## config.mk

```make
export PLATFORM = sky130hd
export DESIGN_NAME = axis_rom_sequencer_flat
export DESIGN_NICKNAME = d
export VERILOG_FILES = /design/src/rtl/axis_rom_sequencer_if.sv /design/src/rtl/axis_rom_sequencer.sv /design/src/flat_wrapper.sv
export SDC_FILE = /design/constraint.sdc
export NUM_CORES = 1
export LEC_CHECK = 0
export CORE_MARGIN = 8
export CORE_UTILIZATION = 39
export DETAILED_ROUTE_END_ITERATION = 10
export PLACE_DENSITY = 0.67
export SLEW_MARGIN = 30
export SYNTH_ARGS = -nofsm -noshare
export SYNTH_HDL_FRONTEND = slang
export SYNTH_SLANG_ARGS = --single-unit
```

## constraint.sdc

```tcl
create_clock -name clk -period 3.6 [get_ports clk]
set_input_delay 0.72 -clock clk [delete_from_list [all_inputs] [get_ports clk]]
set_output_delay 0.72 -clock clk [all_outputs]
set_load 0.05 [all_outputs]
```

## src/rtl/axis_rom_sequencer_if.sv

```systemverilog
`default_nettype none
// +----------------------------------------------------------------------------+
// | axis_rom_sequencer_if                                                      |
// | Command, ROM-read and AXI-Stream signals of the ROM sequencer.             |
// | Revision: 1.0                                                              |
// +----------------------------------------------------------------------------+
interface axis_rom_sequencer_if #(
  parameter int WIDTH = 16,
  parameter int DEPTH = 61200,
  parameter int LEN_W = 16
);
  localparam int AW = $clog2(DEPTH);

  logic [AW-1:0]    cmd_addr;
  logic [LEN_W-1:0] cmd_len;
  logic             cmd_valid;
  logic             cmd_ready;
  logic             rom_en;
  logic [AW-1:0]    rom_addr;
  logic [WIDTH-1:0] rom_data;
  logic [WIDTH-1:0] axis_d;
  logic             axis_valid;
  logic             axis_ready;
  logic             axis_last;
  logic             busy;
  logic             err;

  // master: the sequencer itself; slave: the command source, ROM and stream sink
  modport master (
    input  cmd_addr, cmd_len, cmd_valid, rom_data, axis_ready,
    output cmd_ready, rom_en, rom_addr, axis_d, axis_valid, axis_last, busy, err
  );

  modport slave (
    output cmd_addr, cmd_len, cmd_valid, rom_data, axis_ready,
    input  cmd_ready, rom_en, rom_addr, axis_d, axis_valid, axis_last, busy, err
  );
endinterface
`default_nettype wire

```

## src/rtl/axis_rom_sequencer.sv

```systemverilog
`default_nettype none
// +----------------------------------------------------------------------------+
// | axis_rom_sequencer                                                         |
// | Streams a ROM segment (start address, length) out as AXI-Stream beats.     |
// | Revision: 1.0                                                              |
// +----------------------------------------------------------------------------+
module axis_rom_sequencer #(
  parameter int WIDTH = 16,
  parameter int DEPTH = 61200,
  parameter int LEN_W = 16
) (
  input  wire logic             clk,
  input  wire logic             rst,
  axis_rom_sequencer_if.master  bus
);
  localparam int AW = $clog2(DEPTH);
  localparam logic [AW:0]   DEPTH_X   = (AW+1)'(DEPTH);
  localparam logic [AW-1:0] LAST_ADDR = AW'(DEPTH - 1);

  typedef enum logic [1:0] {S_IDLE = 2'd0, S_RUN = 2'd1, S_DRAIN = 2'd2} state_t;

  state_t           state_q, state_d;
  logic [AW-1:0]    cur_addr_q, cur_addr_d;
  logic [LEN_W-1:0] remaining_q, remaining_d;
  logic             err_q, err_d;
  logic             inflight_q, inflight_d;
  logic             inflight_last_q, inflight_last_d;
  logic [WIDTH-1:0] mem_q [2];
  logic [WIDTH-1:0] mem_d [2];
  logic [1:0]       last_q, last_d;
  logic             rd_ptr_q, rd_ptr_d;
  logic             wr_ptr_q, wr_ptr_d;
  logic [1:0]       count_q, count_d;

  logic             cmd_ready_int;
  logic             issue;
  logic             axis_valid_int;
  logic             pop;
  logic             push;
  logic [2:0]       load;
  logic             credit_ok;

  assign axis_valid_int = (count_q != 2'd0) && !rst;
  assign pop            = axis_valid_int && bus.axis_ready;
  assign push           = inflight_q;
  // A read may issue if, after this cycle's pop, buffered plus in-flight words leave room
  assign load           = {1'b0, count_q} + {2'b00, inflight_q} - {2'b00, pop};
  assign credit_ok      = (count_q != 2'd2) && (load < 3'd2);

  always_comb begin
    state_d         = state_q;
    cur_addr_d      = cur_addr_q;
    remaining_d     = remaining_q;
    err_d           = 1'b0;
    cmd_ready_int   = 1'b0;
    issue           = 1'b0;
    inflight_last_d = 1'b0;
    case (state_q)
      S_IDLE: begin
        cmd_ready_int = 1'b1;
        if (bus.cmd_valid) begin
          if (({1'b0, bus.cmd_addr} >= DEPTH_X) || (bus.cmd_len == '0)) begin
            err_d = 1'b1;
          end else begin
            cur_addr_d  = bus.cmd_addr;
            remaining_d = bus.cmd_len;
            state_d     = S_RUN;
          end
        end
      end
      S_RUN: begin
        if ((remaining_q != '0) && credit_ok) begin
          issue       = 1'b1;
          remaining_d = remaining_q - LEN_W'(1);
          cur_addr_d  = (cur_addr_q == LAST_ADDR) ? '0 : cur_addr_q + AW'(1);
          if (remaining_q == LEN_W'(1)) begin
            inflight_last_d = 1'b1;
            state_d         = S_DRAIN;
          end
        end
      end
      S_DRAIN: begin
        if (pop && last_q[rd_ptr_q]) state_d = S_IDLE;
      end
      default: state_d = S_IDLE;
    endcase
    inflight_d = issue;
  end

  always_comb begin
    mem_d    = mem_q;
    last_d   = last_q;
    wr_ptr_d = wr_ptr_q;
    rd_ptr_d = rd_ptr_q;
    if (push) begin
      mem_d[wr_ptr_q]  = bus.rom_data;
      last_d[wr_ptr_q] = inflight_last_q;
      wr_ptr_d         = ~wr_ptr_q;
    end
    if (pop) rd_ptr_d = ~rd_ptr_q;
    count_d = count_q + {1'b0, push} - {1'b0, pop};
  end

  always_ff @(posedge clk) begin
    if (rst) begin
      state_q         <= S_IDLE;
      cur_addr_q      <= '0;
      remaining_q     <= '0;
      err_q           <= 1'b0;
      inflight_q      <= 1'b0;
      inflight_last_q <= 1'b0;
      mem_q[0]        <= '0;
      mem_q[1]        <= '0;
      last_q          <= '0;
      rd_ptr_q        <= 1'b0;
      wr_ptr_q        <= 1'b0;
      count_q         <= '0;
    end else begin
      state_q         <= state_d;
      cur_addr_q      <= cur_addr_d;
      remaining_q     <= remaining_d;
      err_q           <= err_d;
      inflight_q      <= inflight_d;
      inflight_last_q <= inflight_last_d;
      mem_q[0]        <= mem_d[0];
      mem_q[1]        <= mem_d[1];
      last_q          <= last_d;
      rd_ptr_q        <= rd_ptr_d;
      wr_ptr_q        <= wr_ptr_d;
      count_q         <= count_d;
    end
  end

  // Outputs are forced quiet while rst is held, before the flops have been cleared
  assign bus.cmd_ready  = cmd_ready_int && !rst;
  assign bus.rom_en     = issue && !rst;
  assign bus.rom_addr   = cur_addr_q;
  assign bus.axis_valid = axis_valid_int;
  assign bus.axis_d     = mem_q[rd_ptr_q];
  assign bus.axis_last  = axis_valid_int && last_q[rd_ptr_q];
  assign bus.busy       = !rst && ((state_q != S_IDLE) || (count_q != 2'd0));
  assign bus.err        = err_q && !rst;
endmodule
`default_nettype wire
```

## src/flat_wrapper.sv

```systemverilog
// flat-port wrapper written by rule: the top's interface ports become plain ports
module axis_rom_sequencer_flat 
#(
  parameter int WIDTH = 16,
  parameter int DEPTH = 61200,
  parameter int LEN_W = 16
)
  (clk, rst, bus_cmd_addr, bus_cmd_len, bus_cmd_valid, bus_rom_data, bus_axis_ready, bus_cmd_ready, bus_rom_en, bus_rom_addr, bus_axis_d, bus_axis_valid, bus_axis_last, bus_busy, bus_err);
  axis_rom_sequencer_if #(.WIDTH(WIDTH), .DEPTH(DEPTH), .LEN_W(LEN_W)) bus_i ();
  input  wire logic clk;
  input  wire logic rst;
  input wire logic [$bits(bus_i.cmd_addr)-1:0] bus_cmd_addr;
  input wire logic [$bits(bus_i.cmd_len)-1:0] bus_cmd_len;
  input wire logic [$bits(bus_i.cmd_valid)-1:0] bus_cmd_valid;
  input wire logic [$bits(bus_i.rom_data)-1:0] bus_rom_data;
  input wire logic [$bits(bus_i.axis_ready)-1:0] bus_axis_ready;
  output wire logic [$bits(bus_i.cmd_ready)-1:0] bus_cmd_ready;
  output wire logic [$bits(bus_i.rom_en)-1:0] bus_rom_en;
  output wire logic [$bits(bus_i.rom_addr)-1:0] bus_rom_addr;
  output wire logic [$bits(bus_i.axis_d)-1:0] bus_axis_d;
  output wire logic [$bits(bus_i.axis_valid)-1:0] bus_axis_valid;
  output wire logic [$bits(bus_i.axis_last)-1:0] bus_axis_last;
  output wire logic [$bits(bus_i.busy)-1:0] bus_busy;
  output wire logic [$bits(bus_i.err)-1:0] bus_err;
  assign bus_i.cmd_addr = bus_cmd_addr;
  assign bus_i.cmd_len = bus_cmd_len;
  assign bus_i.cmd_valid = bus_cmd_valid;
  assign bus_i.rom_data = bus_rom_data;
  assign bus_i.axis_ready = bus_axis_ready;
  assign bus_cmd_ready = bus_i.cmd_ready;
  assign bus_rom_en = bus_i.rom_en;
  assign bus_rom_addr = bus_i.rom_addr;
  assign bus_axis_d = bus_i.axis_d;
  assign bus_axis_valid = bus_i.axis_valid;
  assign bus_axis_last = bus_i.axis_last;
  assign bus_busy = bus_i.busy;
  assign bus_err = bus_i.err;
  axis_rom_sequencer #(.WIDTH(WIDTH), .DEPTH(DEPTH), .LEN_W(LEN_W)) u_core (.clk(clk), .rst(rst), .bus(bus_i));
endmodule
```

After elaboration in Yosys (flattened, before gate mapping)

Cells that the tools add are included.
W data, S select, Z words.

Register bits after elaboration: 75
Output and inout port bits: 38
Word-level logic and storage cells: 100

Add/subtract/negate cells: 6
$lt $le $gt $ge: 8
Equality and inequality tests: 10
Mux-type cells: 31
Bitwise logic cells: 8
Reductions and logical operators: 25

Operator list:

| operator                | number |
|---|---|
| $mux W16                | 11 |
| $pmux W16 S2            | 2 |
| $bwmux W32              | 1 |
| $add A16 B1 Y16 const B | 1 |
| $demux W16 S1           | 1 |
| $eq A16 B1 Y1 const B   | 1 |
| $eq A16 B16 Y1 const B  | 1 |
| $ge A16 B16 Y1 const B  | 1 |
| $logic_not A16 Y1       | 1 |
| $reduce_bool A16 Y1     | 1 |
| $sub A16 B1 Y16 const B | 1 |
| $logic_and A1 B1 Y1     | 12 |
| $mux W2                 | 5 |
| $mux W1                 | 8 |
| $ne A2 B1 Y1 const B    | 3 |
| $ne A2 B2 Y1 const B    | 3 |
| $not A1 Y1              | 6 |
| $pmux W2 S3             | 1 |
| $reduce_bool A2 Y1      | 3 |
| $reduce_or A3 Y1        | 2 |
| $reduce_and A5 Y1       | 1 |
| $ge A2 B2 Y1 const B    | 2 |
| $lt A1 B2 Y1 const B    | 2 |
| $not A1 Y2              | 2 |
| 15 further kinds        | 16 |

Logic depth before layout (Yosys ltp)

Gate-level depths: netlist of the first run.

Depth in word-level cells: 10
Mapped depth: 15
Gate-level depth less buffers: 12

Worst setup path before layout of the first run

OpenSTA, ideal clock, no wires.

Path kind: input-to-output
Start: input port rst
End: output port bus_rom_en
Arrival: 3.605 ns
Setup slack: -0.725 ns
Stages on the path: 14
Cells stage by stage: clkbuf_1 inv_1 o21ai_0 nor2_1 ha_1 inv_1 ha_1 fa_1 and3b_1 o211ai_1 a21o_1 buf_6 buf_4 nor2_1

Word-level cells in the longest chain between the ends: 10

RTL lines:

| what                | line                      | source |
|---|---|---|
| start: declaration  | flat_wrapper.sv:11        | `input wire logic rst;` |
| $logic_not A1 Y1    | axis_rom_sequencer.sv:43  | `assign axis_valid_int = (count_q != 2'd0) && !rst;` |
| $logic_and A1 B1 Y1 | axis_rom_sequencer.sv:43  |  |
| $logic_and A1 B1 Y1 | axis_rom_sequencer.sv:44  | `assign pop = axis_valid_int && bus.axis_ready;` |
| via u_core.pop      | axis_rom_sequencer.sv:38  | `logic pop;` |
| $sub A3 B1 Y3       | axis_rom_sequencer.sv:47  | `assign load = {1'b0, count_q} + {2'b00, inflight_q} - {2'b00, pop};` |
| $lt A3 B2 Y1        | axis_rom_sequencer.sv:48  | `assign credit_ok = (count_q != 2'd2) && (load < 3'd2);` |
| $logic_and A1 B1 Y1 | axis_rom_sequencer.sv:48  |  |
| $logic_and A1 B1 Y1 | axis_rom_sequencer.sv:72  | `if ((remaining_q != '0) && credit_ok) begin` |
| $mux W1             | axis_rom_sequencer.sv:72  |  |
| $mux W1             | axis_rom_sequencer.sv:58  | `case (state_q)` |
| $logic_and A1 B1 Y1 | axis_rom_sequencer.sv:136 | `assign bus.rom_en = issue && !rst;` |
| end: declaration    | flat_wrapper.sv:18        | `output wire logic [$bits(bus_i.rom_en)-1:0] bus_rom_en;` |

The timed path passes the listed nets, and every way through them passes these cells.

Worst setup path after layout of the first run

Start: input port bus_axis_ready
End: output port bus_rom_en

Word-level cells in the longest chain between the ends: 8

RTL lines:

| what                | line                      | source |
|---|---|---|
| start: declaration  | flat_wrapper.sv:16        | `input wire logic [$bits(bus_i.axis_ready)-1:0] bus_axis_ready;` |
| $logic_and A1 B1 Y1 | axis_rom_sequencer.sv:44  |  |
| via u_core.pop      | axis_rom_sequencer.sv:38  |  |
| $sub A3 B1 Y3       | axis_rom_sequencer.sv:47  |  |
| $lt A3 B2 Y1        | axis_rom_sequencer.sv:48  |  |
| $logic_and A1 B1 Y1 | axis_rom_sequencer.sv:48  |  |
| $logic_and A1 B1 Y1 | axis_rom_sequencer.sv:72  |  |
| $mux W1             | axis_rom_sequencer.sv:72  |  |
| $mux W1             | axis_rom_sequencer.sv:58  |  |
| $logic_and A1 B1 Y1 | axis_rom_sequencer.sv:136 |  |

The timed path passes the listed nets, and every way through them passes these cells.

==> results of run 1 <==
logic make-up after synthesis:
group                      count (synthesis)
adders and majority gates                  6
AOI/OAI and AO/OA                        150
muxes                                     18
and+or+nand+nor                          224
xor gates and xnor gates                   3
buffers and inverters                     58
DFF                                       75
state kept, by name (all words and copies together) (netlist names):
register and flops:
u_core.state_q 2, u_core.count_q 2, u_core.bus.rom_addr 16, u_core.inflight_q 1, u_core.wr_ptr_q 1, u_core.remaining_q 16
u_core.inflight_last_q 1, u_core.last_q 2, u_core.rd_ptr_q 1, u_core.mem_q 32, u_core.err_q 1
power by group:
group          switching, mW  internal (mW)
Sequential             0.234           1.02
Clock                  0.365          0.268
Combinational           1.41          0.864
Total                   2.01           2.15
worst max-delay path, stage by stage:
cell and delay [ps]:
dlygate4sd2_1 240, inv_2 60, nor2_2 40, ha_1 270, inv_1 40, ha_2 170
fa_2 350, and3b_1 230, o211ai_1 130, a21o_1 230, nor2_4 120, buf_12 150
metal layers:
layer / up-vias / track usage (%) / routed length, um
met5: - / 0 / 0
met4: 0 / 5.534 / 189
met3: 18 / 5.950 / 1086
met2: 195 / 27.80 / 5903
met1: 2022 / 21.97 / 5427
li1: 2096 / - / -
through the flow:
stage	util (%)	hold WS [ps]	power [mW]
2_1_floorplan	-	432.1	2.858
3_3_place_gp	49.76	438.0	3.418
3_5_place_dp	49.76	444.8	3.451
4_1_cts	52.05	459.0	4.142
5_1_grt	52.26	477.8	4.440
6_report	52.26	458.0	4.165
cells in the mapped netlist, types with 6 or more instances:
cell      number  area [sq um]
mux2_2        16         180.2
nor3_1        19         95.09
a21oi_1       82         410.4
o21ai_0        6         30.03
inv_1         15         56.30
and3_1         7         43.79
nor4_1        10         62.56
nor2_1        39         146.4
nand2_1       98         367.9
dfxtp_1       75          1501
o32ai_1       17         148.9
nand4_1        8         50.05
nand3_1       12         60.06
a22oi_1        7         52.55
clkbuf_1      30         112.6
worst paths after layout:
kind	from	endpoint	cells after the start
min	u_core.inflight_last_q	u_core.last_q[1]	2
min reg2reg	u_core.inflight_last_q	u_core.last_q[1]	2
max reg2reg	u_core.count_q[0]	u_core.bus.rom_addr[13]	17
max	bus_axis_ready	bus_rom_en	12
final cells by class:
| cell class | instances | area (sq um) |
|---|---|---|
| clock buffers | 9 | 123.9 |
| clock inverters | 7 | 65.06 |
| fillers | 989 | 4906 |
| inverters | 15 | 56.30 |
| multi-input cells | 401 | 2395 |
| flip-flops and latches | 75 | 1501 |
| well taps | 136 | 170.2 |
| repair buffers | 110 | 1060 |
repair_timing:
action                     4_1_cts  5_1_grt
pin swaps                        3        1
setup endpoints to repair        1        6
hold buffers                     0        0
buffers inserted                 6        2
resized for setup                3        1
==> flow_summary.ini, run 1 <==
[routing]
dr.pass1.iters = 5
drc = 0
drt_iter0_drc = 452
wirelength_um = 12610
antenna_left = 0
vias = 4331
routedWlPerCell_um = 16.74
via_per_inst = 5.752

[place]
place_hpwl_um = 8692
place_ws_ps = -87.38
gp_congestion = 0.8676
numPortBuffers = 89
dpl.cell_count = 729
placed_area_sq_um = 5114

[flow_run]
max_cap_violations = 0

[layout]
final_cell_area_sq_um = 5371
mostFrequentLayoutCells = nand2_1 (98), clkdlybuf4s50_1 (84), a21oi_1 (82)
area_growth_pct = 30.45
layout-drive-gt1-share_pct = 12.16
stdcell_count = 753
layout_commonest_cell = nand2_1
fin_nets = 670
antennaDiodeCount = 0

[yosys]
synth_cells = 534
netlist_area_sq_um = 4118
yosysWarnings = 0
synth.distinct_cells = 64
synth_fa_ha_area_share_pct = 2.005
synth_xor_area_share_pct = 0.6381
synth_top_family_by_area = simple AND/OR/NAND/NOR gates
async_flop_share_pct = 0
synth_fp_nets = 592
synth_simple_gate_area_share_pct = 26.22
synth.area.mux_share_pct = 4.862
synth_compound_area_share_pct = 23.73
synth_seq_area_share_pct = 36.46
synth_edf_count = 0
synth.avg_cell_area_sq_um = 7.711
synth_flop_cell = dfxtp_1
ys_seq_elements = 75

[setup_path]
cp_max_fo = 2
cp_data_required_time_ps = 2880
worstSetupEndpointType = output port
r2r_slack_ps = 260
crit_path_start_kind = primary input
worstPathArrival_ps = 2750
criticalPathCategory = in2out

[sta]
fmax_ghz = 0.2883
slew_viol_final = 0
hold_viol = 0
setup_tns_ps = 0
period_minus_slack_ps = 3469
fin_ws_ps = 131.2
worstMarginPinSlew_ps = 805.9
max-slew-margin-rel_pct = 46.20
clock_skew_ps = 10.96
rsz0062_at_grt = no
setup_viol = 0
period_share_pct = 96.36

[global_routing]
grt_max_degree = 72
grt_pass1_vias = 4170
gr-usage-all-layers_pct = 17.55
grt_antenna_before_repair = 0
grt_pass1_wl_um = 20800
grt_overflow = 0

[worst_hold_path]
hold_class = reg2reg

[clock_network]
root_buffer = clkbuf_8
clock_sinks = 75
cts_tree = done
cts_buffers = 9
clk_latency_ps = 360
h-tree-depth = 3
clk_pin_slew_ps = 80
clockBufferDepth = 2

[power]
power_density_nw_per_um2 = 775.3
p_leak_nw = 1.888
ir_drop_v = 0.0004305

[floorplan]
die_w_um = 118.8
die-area_sq_um = 14100
ios = 90
fp.dieH_um = 118.8
start_util_pct = 40.07
coreArea_sq_um = 10280
rows = 37

[status]
status = finished clean
Power figures use the tool's default switching activity.
==> run 2, diff against run 1 <==
- CORE_MARGIN: 8 -> 5
==> flow_summary.ini, run 2 (synthesized netlist as in run 1, its figures left out) <==
[status]
status = finished clean

[place]
gp_congestion = 0.8579
numPortBuffers = 89
place_hpwl_um = 8359
dpl.cell_count = 730

[floorplan]
start_util_pct = 39.89
coreArea_sq_um = 10320
rows = 37
fp.dieH_um = 112.8
ios = 90
die-area_sq_um = 12710
die_w_um = 112.8

[power]
p_leak_nw = 1.852
power_density_nw_per_um2 = 766.2
p_int_mw = 2.084
clockPowerShare_pct = 15.3
switching_share_pct = 48.69
pwr-share-seq_pct = 30.7
power_mw = 4.061
ir_drop_v = 0.0004093
pwr-share-comb_pct = 54.0
switching_power_mw = 1.977

[setup_path]
cp_max_fo = 2
worstPathArrival_ps = 2730
r2r_slack_ps = 560
criticalPathCategory = in2out
path_buf_inv = 4
crit_path_start_kind = primary input
max_stage_delay_ps = 330
worstSetupEndpointType = output port
cp_data_required_time_ps = 2880
critPathSlowestCell = fa_2
crit_family = adder cells
crit_path_cell_trace = dlygate4sd2_1 -> inv_2 -> nor2_2 -> ha_1 -> inv_1 -> ha_1 -> fa_2 -> and3b_1 -> o211ai_1 -> a21o_1 -> nor2_4 -> buf_12
path_common_cell = ha_1

[layout]
antennaDiodeCount = 0
largest-register = u_core.mem_q
layout_commonest_cell = nand2_1
largest_reg_flops = 32
mostFrequentLayoutCells = nand2_1 (98), clkdlybuf4s50_1 (84), a21oi_1 (82)
area_growth_pct = 28.71
stdcell_count = 747
layout-drive-gt1-share_pct = 11.13
fin_nets = 664

[clock_network]
clk_pin_slew_ps = 90
cts_buffers = 9
h-tree-depth = 3
cts_tree = done
root_buffer = clkbuf_8
clockBufferDepth = 2
clock_sinks = 75
clk_latency_ps = 360

[global_routing]
gr-usage-all-layers_pct = 18.97
grt_pass1_wl_um = 20090
grt_overflow = 0
grt_antenna_before_repair = 0
grt_max_degree = 58
grt_pass1_vias = 4090

[sta]
period_minus_slack_ps = 3453
slew_viol_final = 0
fmax_ghz = 0.2896
setup_viol = 0
setup_tns_ps = 0
rsz0062_at_grt = no
max-slew-margin-rel_pct = 44.15
clock_skew_ps = 11.75
hold_viol = 0
period_share_pct = 95.93
worstMarginPinSlew_ps = 837.7

[routing]
vias = 4263
wirelength_um = 12350
antenna_left = 0
drc = 0
routedWlPerCell_um = 16.53
drt_iter0_drc = 438
via_per_inst = 5.707
dr.pass1.iters = 5

[flow_run]
max_cap_violations = 0

[worst_hold_path]
hold_class = reg2reg
run 2: path summary, 6_finish.rpt:
| check | endpoint | depth (start not counted) | from |
|---|---|---|---|
| worst max register to register | u_core.bus.rom_addr[13] | 12 | u_core.count_q[1] |
| worst max-delay path | bus_rom_en | 12 | bus_axis_ready |
| worst min-delay path | u_core.last_q[1] | 2 | u_core.inflight_last_q |
| worst min register to register | u_core.last_q[1] | 2 | u_core.inflight_last_q |
run 2: worst min-delay path: cells and delay by family (launching register included):
family,cells,cell delay [ps]
compound gates,1,50
flops,1,320
simple gates,1,50
run 2: layout make-up:
cell class	instances	area, sq um
multi-input combinational	401	2385
inverter	15	56.30
clock buffer	9	123.9
clock inverter	7	61.31
timing repair buffer	104	1002
sequential	75	1501
fill	977	5024
tap	136	170.2
run 2: metal layers:
metal / GRT usage, % / share of wire [%] / wire length [um] / vias to the layer above
met5: 0 / 0 / 0 / -
met4: 3.926 / 0.93 / 115 / 0
met3: 3.957 / 7.3 / 906 / 15
met2: 30.61 / 46 / 5709 / 167
met1: 26.27 / 45 / 5613 / 2008
li1: - / - / - / 2073
run 2: repair_timing:
| action | CTS | global route |
|---|---|---|
| buffers inserted | 1 | 0 |
| setup endpoints to repair | 1 | 0 |
| gates resized for setup | 2 | 0 |
| hold buffers | 0 | 0 |
run 2: metrics by stage:
stage                     util, %  area, sq um  hold slack, ps  worst slack [ps]
after CTS                   51.34         5300           459.5             143.2
after floorplan                 -         4148           432.1             4.760
final                       51.34         5300           457.7             146.7
after global placement      49.48         5109           437.3            -47.52
after detailed placement    49.48         5109           445.1            -52.75
after global routing        51.34         5300           476.6             48.24
run 2: power by group through the flow:
stage                     Combinational (mW)  Clock (mW)  Sequential [mW]
after floorplan                         1.46           0             1.40
after global placement                  2.15           0             1.25
after detailed placement                2.18           0             1.26
after CTS                               2.19       0.637             1.24
after global routing                    2.37       0.673             1.28
final                                   2.19       0.623             1.25
==> run 3, diff against run 2 <==
- CELL_PAD_IN_SITES_DETAIL_PLACEMENT: unset -> 1
- CELL_PAD_IN_SITES_GLOBAL_PLACEMENT: unset -> 2
- CORE_UTILIZATION: 39 -> 26
- PLACE_DENSITY: 0.67 -> unset
- PLACE_DENSITY_LB_ADDON: unset -> 0.1
==> flow_summary.ini, run 3 (synthesized netlist as in run 1, its figures left out) <==
[global_routing]
grt_max_degree = 73
grt_pass1_vias = 4462
grt_overflow = 0
gr-usage-all-layers_pct = 16.49
grt_antenna_before_repair = 0
grt_pass1_wl_um = 23970

[setup_path]
criticalPathCategory = in2out
cp_max_fo = 2
cp_data_required_time_ps = 2880
crit_path_start_kind = primary input
reg2reg_to = u_core.bus.rom_addr[1]
worstReg2RegStart = u_core.count_q[1]
ff2ff_path_depth = 12
worstSetupEndpointType = output port
r2r_slack_ps = 640
worstPathArrival_ps = 2730

[layout]
layout_commonest_cell = nand2_1
stdcell_count = 832
largest-register = u_core.mem_q
area_growth_pct = 35.67
final_cell_area_sq_um = 5587
largest_reg_flops = 32
postLayoutCoreUtil_pct = 35.56
num-fill-cells = 1869
layout-drive-gt1-share_pct = 11.85
mostFrequentLayoutCells = nand2_1 (98), clkdlybuf4s50_1 (83), a21oi_1 (82)
fin_nets = 669
antennaDiodeCount = 0

[power]
power_mw = 4.537
p_leak_nw = 1.938
power_density_nw_per_um2 = 812.2
ir_drop_v = 0.0002873

[sta]
period_minus_slack_ps = 3452
holdWs_ps = 451.3
rsz0062_at_grt = no
max-slew-margin-rel_pct = 35.24
clock_skew_ps = 7.347
slew_viol_final = 0
worstMarginPinSlew_ps = 971.4
setup_tns_ps = 0
fin_ws_ps = 148.3
period_share_pct = 95.88
fmax_ghz = 0.2897
hold_viol = 0
setup_viol = 0

[routing]
via_per_inst = 5.168
antenna_left = 0
dr.pass1.iters = 4
drc = 0
wirelength_um = 14990
drt_iter0_drc = 200
routedWlPerCell_um = 18.02
vias = 4300

[status]
status = finished clean

[floorplan]
rows = 46
die-area_sq_um = 18450
start_util_pct = 26.21
coreArea_sq_um = 15710
die_w_um = 135.8
ios = 90
fp.dieH_um = 135.8

[clock_network]
h-tree-depth = 3
clock_sinks = 75
cts_hold_buffers = 0
root_buffer = clkbuf_16
clk_latency_ps = 350
clockBufferDepth = 2
cts_buffers = 9
clk_pin_slew_ps = 60
cts_tree = done

[place]
place_ws_ps = -111.7
numPortBuffers = 89
place_hpwl_um = 10280
dpl.cell_count = 813
placed_area_sq_um = 5254
gp_congestion = 0.7695

[worst_hold_path]
hold_class = reg2reg
hp-start = u_core.mem_q[9]
whs_path_depth = 2
worstHoldEndpoint = u_core.mem_q[9]

[flow_run]
max_cap_violations = 0
run 3: worst max-delay path, stage by stage:
cell	delay, ps
dlygate4sd2_1	250
inv_2	60
nor2_2	40
ha_1	270
inv_1	40
ha_1	180
fa_2	330
and3b_1	240
o211ai_1	130
a21o_1	220
nor2_4	110
buf_12	150
run 3: area by class of cell:
type / instances / area, sq um / area share [%]
multi-input combinational: 401 / 2392 / 42.82
sequential: 75 / 1501 / 26.88
timing repair buffer: 109 / 1062 / 19.01
tap: 216 / 270.3 / 4.838
clock buffer: 11 / 242.7 / 4.345
clock inverter: 5 / 61.31 / 1.097
inverter: 15 / 56.30 / 1.008
run 3: metal layers:
metal	global-route usage, %	vias to the layer above	part of all wire [%]
met1	20.86	2132	46
li1	-	2087	-
met5	0	-	0
met2	28.54	65	49
met4	5.655	0	1.5
met3	2.591	16	3.1
run 3: worst max-delay path by stage:
stage / startpoint / endpoint / slack, ps / cells past startpoint
4_1_cts: bus_axis_ready / bus_rom_en / 130 / 12
3_5_place_dp: bus_axis_ready / bus_rom_en / -110 / 12
6_report: bus_axis_ready / bus_rom_en / 150 / 12
5_1_grt: bus_axis_ready / bus_rom_en / 3 / 12
3_3_place_gp: bus_axis_ready / bus_rom_en / -90 / 12
2_1_floorplan: rst / bus_rom_en / 5 / 14
run 3: what timing repair did:
action	CTS	global route
endpoints found under the setup margin	1	1
buffers inserted	2	1
gates resized for setup	2	1
endpoints found under the hold margin	0	0
pin swaps	2	0
run 3: where the power goes:
group          total (mW)  internal [mW]  switching (mW)
registers            1.26           1.02           0.238
logic                2.33          0.861            1.47
clock network       0.943          0.559           0.384
total                4.54           2.44            2.09
